==> src/rtl/lane_scheduler.sv <==
`default_nettype none
// ============================================================================
// Module   : lane_scheduler
// Purpose  : Round-robin arbiter merging four buffered byte lanes onto one
//            tagged output stream, preceded by an idle sync preamble.
// Revision : 1.0 - initial release
// ============================================================================
module lane_scheduler #(
  parameter int                    DATA_WIDTH = 8,
  parameter logic [DATA_WIDTH-1:0] IDLE_CHAR  = 8'hBC,
  parameter int                    SYNC_COUNT = 4
) (
  input  logic                  clk,
  input  logic                  reset,
  input  logic [DATA_WIDTH-1:0] Entrada0,
  input  logic [DATA_WIDTH-1:0] Entrada1,
  input  logic [DATA_WIDTH-1:0] Entrada2,
  input  logic [DATA_WIDTH-1:0] Entrada3,
  input  logic                  validEntrada0,
  input  logic                  validEntrada1,
  input  logic                  validEntrada2,
  input  logic                  validEntrada3,
  output logic                  ready0,
  output logic                  ready1,
  output logic                  ready2,
  output logic                  ready3,
  input  logic                  enable,
  output logic [DATA_WIDTH-1:0] Salida,
  output logic                  validSalida,
  output logic [1:0]            lane_id,
  output logic                  active
);

  typedef enum logic [1:0] {
    ST_SYNC = 2'd0,
    ST_RUN  = 2'd1,
    ST_HOLD = 2'd2
  } state_t;

  localparam logic [3:0] SYNC_LAST = 4'(SYNC_COUNT - 1);

  logic [DATA_WIDTH-1:0] in_data [4];
  logic [3:0]            in_valid;
  logic [3:0]            ready;

  state_t                state_q, state_d;
  logic [3:0]            cnt_q, cnt_d;
  logic [1:0]            ptr_q, ptr_d;
  logic [3:0]            full_q, full_d;
  logic [DATA_WIDTH-1:0] buf_q [4];
  logic [DATA_WIDTH-1:0] buf_d [4];
  logic [DATA_WIDTH-1:0] salida_q, salida_d;
  logic                  valid_q, valid_d;
  logic [1:0]            lane_q, lane_d;
  logic                  active_q, active_d;

  logic                  win_found;
  logic [1:0]            win_lane;

  assign in_data[0] = Entrada0;
  assign in_data[1] = Entrada1;
  assign in_data[2] = Entrada2;
  assign in_data[3] = Entrada3;
  assign in_valid   = {validEntrada3, validEntrada2, validEntrada1, validEntrada0};

  generate
    for (genvar g = 0; g < 4; g++) begin : g_lane_ready
      assign ready[g] = !full_q[g] && !reset;
    end
  endgenerate

  assign ready0 = ready[0];
  assign ready1 = ready[1];
  assign ready2 = ready[2];
  assign ready3 = ready[3];

  // First full lane at or after the pointer, in circular order.
  always_comb begin
    win_found = 1'b0;
    win_lane  = 2'd0;
    for (int k = 0; k < 4; k++) begin
      if (!win_found && full_q[ptr_q + 2'(k)]) begin
        win_found = 1'b1;
        win_lane  = ptr_q + 2'(k);
      end
    end
  end

  always_comb begin
    state_d  = state_q;
    cnt_d    = cnt_q;
    ptr_d    = ptr_q;
    full_d   = full_q;
    buf_d    = buf_q;
    salida_d = IDLE_CHAR;
    valid_d  = 1'b0;
    lane_d   = 2'd0;

    // Capture never collides with a grant: a full lane is not ready.
    for (int i = 0; i < 4; i++) begin
      if (in_valid[i] && ready[i]) begin
        full_d[i] = 1'b1;
        buf_d[i]  = in_data[i];
      end
    end

    case (state_q)
      ST_SYNC: begin
        if (cnt_q == SYNC_LAST) state_d = ST_RUN;
        else                    cnt_d   = cnt_q + 4'd1;
      end
      ST_RUN: begin
        if (!enable) begin
          state_d = ST_HOLD;
        end else if (win_found) begin
          salida_d         = buf_q[win_lane];
          valid_d          = 1'b1;
          lane_d           = win_lane;
          full_d[win_lane] = 1'b0;
          ptr_d            = win_lane + 2'd1;
        end
      end
      ST_HOLD: begin
        if (enable) state_d = ST_RUN;
      end
      default: state_d = ST_SYNC;
    endcase

    active_d = (state_d != ST_SYNC);
  end

  always_ff @(posedge clk) begin
    if (reset) begin
      state_q  <= ST_SYNC;
      cnt_q    <= 4'd0;
      ptr_q    <= 2'd0;
      full_q   <= 4'd0;
      for (int i = 0; i < 4; i++) buf_q[i] <= '0;
      salida_q <= IDLE_CHAR;
      valid_q  <= 1'b0;
      lane_q   <= 2'd0;
      active_q <= 1'b0;
    end else begin
      state_q  <= state_d;
      cnt_q    <= cnt_d;
      ptr_q    <= ptr_d;
      full_q   <= full_d;
      buf_q    <= buf_d;
      salida_q <= salida_d;
      valid_q  <= valid_d;
      lane_q   <= lane_d;
      active_q <= active_d;
    end
  end

  assign Salida      = salida_q;
  assign validSalida = valid_q;
  assign lane_id     = lane_q;
  assign active      = active_q;

endmodule
`default_nettype wire

==> config.mk <==
export PLATFORM = sky130hd
export DESIGN_NAME = lane_scheduler
export DESIGN_NICKNAME = d
export VERILOG_FILES = /design/src/rtl/lane_scheduler.sv
export SDC_FILE = /design/constraint.sdc
export NUM_CORES = 1
export LEC_CHECK = 0
export CORE_UTILIZATION = 40
export DETAILED_ROUTE_END_ITERATION = 10
export PLACE_DENSITY = 0.77
export SLEW_MARGIN = 40
export SYNTH_ARGS = -nofsm -noshare
export SYNTH_HDL_FRONTEND = slang
export SYNTH_SLANG_ARGS = --single-unit
==> constraint.sdc <==
create_clock -name clk -period 4.07 [get_ports clk]
set_input_delay 0.407 -clock clk [delete_from_list [all_inputs] [get_ports clk]]
set_output_delay 0.407 -clock clk [all_outputs]
set_load 0.03 [all_outputs]
==> out/qor.yml <==
outcome: "finished, final reports clean"
grt_usage: 0.171
hold_path_class: "reg -> reg"
initial_core_util: 0.427
ys_seq_area_frac: 0.498
netlist_instances: 231
crit_buf_inv: 2
hpwlAfterDp_um: 3400
cts_inserted_buffers: 5
yosysWarnings: 0
cp_slowest_stage_delay_ns: 0.60
nFillCells: 506
path_cells: "buf_4 > nor2_1 > clkdlybuf4s50_1"
maxSlewViolCount: 0
vias_per_cell: 5.08
drt_first_pass_iters: 4
routedWlPerCell_um: 13.7
finalCritPeriodShare: 0.474
fin_tns_setup_ns: 0
grt_use_met3: 0.0393
rows: 26
die_area_um2: 5930
dpl_cell_area_um2: 2830
p_sw_frac: 0.281
synth_nets: 271
busiest_layer: "met2"
holdPathEnd: "buf_q[12]$_SDFFE_PP0P_"
drive_gt1_frac: 0.0645
layout_commonest_cell: "dfxtp_1"
gr-total-overflow: 0
slowest_stage: "clkdlybuf4s50_1"
antenna_cells: 0
r2r_setup_slack_ns: 2.20
drc: 0
p_seq_frac: 0.526
grt_pass1_vias: 1662
synth_area_per_cell_um2: 9.74
core_um2: 5270
path_class: "in -> out"
clockRootBuffer: "clkbuf_8"
pin_count: 55
hold-worst-slack_ns: 0.497
min_from: "buf_q[12]$_SDFFE_PP0P_"
peakVddDrop_v: 0.000213
cts_max_level: 2
max_clock_freq_ghz: 0.519
antenna_found_initial: 0
cts_hold_buf: 0
utilization: 0.554
cp-end-kind: "output port"
worst-slew-pin-transition_ns: 0.655
finalHoldViolations: 0
cp.required_ns: 3.66
cp_top_family: "buffers and inverters"
final_antenna_net_count: 0
comb_power_share: 0.219
dieHeight_um: 77.0
final_cell_mix: "56 x dfxtp_1, 53 x clkdlybuf4s50_1, 48 x nor2_1, 39 x mux2i_1, 14 x nor3_1"
stdcell_area_um2: 2920
die_w_um: 77.0
finalWirelength_um: 4780
cts_tree: "done"
clkTransAtPathRegs_ns: 0.09
post-route-min-period_ns: 1.93
drtIter0Drc: 101
hold_depth: 2
globalRouteMet1Util: 0.224
grt_pass1_wl_um: 7910
cp_data_arrival_time_ns: 1.52
synth_cell_types: 29
reg2reg_depth: 5
p_sw_mw: 0.337
rsz0062_at_grt: "no"
synthToLayoutAreaGrowth_pct: 29.6
clock_latency_ns: 0.31
internal_power_mw: 0.864
slew_headroom: 0.561
fin_nets: 318
clockBufferDepth: 2
reg2reg_to: "ptr_q[1]$_SDFFE_PP0P_"
r2r_start: "ptr_q[1]$_SDFFE_PP0P_"
crit_fanout: 51
startpoint_type: "input pin"
clock_skew_ns: 0.00647
p_per_area_nw_per_um2: 411
leakage_nw: 1.13
cts_resized: 0
io_buffers: 54
place.gp.congestion: 0.801
syn_area_um2: 2250
grt_use_met2: 0.270
cap_violations: 0
clock_sinks: 56
cts_setup_buffers: 0
vias: 1773
grt_max_degree: 52
setup_violations: 0
ys_seq_elements: 56
pwr-share-clk: 0.255
==> cell type report <==
cell class / instances / area, um2 / share of cell area
sequential: 56 / 1120 / 0.384
multi-input combinational: 157 / 1070 / 0.365
timing repair buffer: 54 / 538 / 0.184
clock buffer: 8 / 90.1 / 0.0309
tap: 70 / 87.6 / 0.0300
inverter: 4 / 15.0 / 0.00515
==> logic make-up (layout without fill, tap and decap cells) <==
family          Yosys count  in the layout  share of synthesized area
fa+ha+maj                 1              1                    0.00556
simple gates             79             79                      0.159
flops                    56             56                      0.498
mux                      40             40                      0.178
buf+inv                  18             66                     0.0339
compound gates           32             32                      0.106
xor+xnor                  5              5                     0.0195
==> routing by layer <==
metal,vias up,wire length [um]
met5,-,0
met4,0,93
met3,10,301
met2,58,2200
met1,805,2180
li1,900,-
==> tightest hold or removal path, delay by kind of cell (launching register included) <==
kind	cells	cell delay, ns
flops	1	0.33
mux	1	0.06
simple gates	1	0.07
==> synthesized netlist by cell type <==
| cell type | n | share of area |
|---|---|---|
| a211oi_1 | 10 | 0.033 |
| a21bo_2 | 1 | 0.0044 |
| a21boi_0 | 5 | 0.017 |
| a21boi_1 | 1 | 0.0033 |
| a21o_1 | 1 | 0.0033 |
| a21oi_1 | 1 | 0.0022 |
| a221o_1 | 1 | 0.0044 |
| a22oi_2 | 1 | 0.0056 |
| a311oi_1 | 2 | 0.0078 |
| and2_1 | 1 | 0.0028 |
| buf_2 | 1 | 0.0022 |
| buf_4 | 2 | 0.0067 |
| clkbuf_1 | 11 | 0.018 |
| dfxtp_1 | 56 | 0.50 |
| ha_1 | 1 | 0.0056 |
| inv_1 | 4 | 0.0067 |
| mux2_2 | 1 | 0.0050 |
| mux2i_1 | 39 | 0.17 |
| nand2_1 | 6 | 0.010 |
| nand3_2 | 1 | 0.0044 |
| nand4_1 | 1 | 0.0028 |
| nor2_1 | 48 | 0.080 |
| nor2b_1 | 6 | 0.017 |
| nor3_1 | 14 | 0.031 |
| nor4_2 | 2 | 0.011 |
| o21ai_1 | 1 | 0.0022 |
| o22ai_1 | 8 | 0.022 |
| xnor2_1 | 3 | 0.012 |
| xor2_1 | 2 | 0.0078 |
==> how the worst max path moves through the flow <==
stage,start,endpoint,depth (start not counted)
after floorplan,reset,Salida[2]$_SDFF_PP1_,6
after global placement,validEntrada1,buf_q[21]$_SDFFE_PP0P_,4
after detailed placement,enable,Salida[5]$_SDFF_PP1_,6
after CTS,ptr_q[1]$_SDFFE_PP0P_,ptr_q[1]$_SDFFE_PP0P_,5
after global routing,reset,ready1,3
final,reset,ready1,3
==> state kept, by name (all words and copies together), names as in the netlist <==
register,count
Salida,8
cnt_q,4
full_q,4
validSalida,1
state_q,2
buf_q,32
lane_id,2
ptr_q,2
active,1
==> stage by stage <==
stage / instances / worst slack, ns / power [mW]
floorplan: 231 / 2.43 / 0.816
global placement: 341 / 1.86 / 0.899
detailed placement: 341 / 1.94 / 0.907
CTS: 349 / 1.97 / 1.21
global route: 349 / 2.03 / 1.26
finish: 349 / 2.14 / 1.20
==> power groups by stage <==
stage	sequential (mW)	combinational, mW	clock (mW)
2_1_floorplan	0.651	0.164	0
3_3_place_gp	0.642	0.257	0
3_5_place_dp	0.644	0.263	0
4_1_cts	0.631	0.264	0.314
5_1_grt	0.638	0.290	0.336
6_report	0.632	0.263	0.306
(Power assumes the default switching activity.)
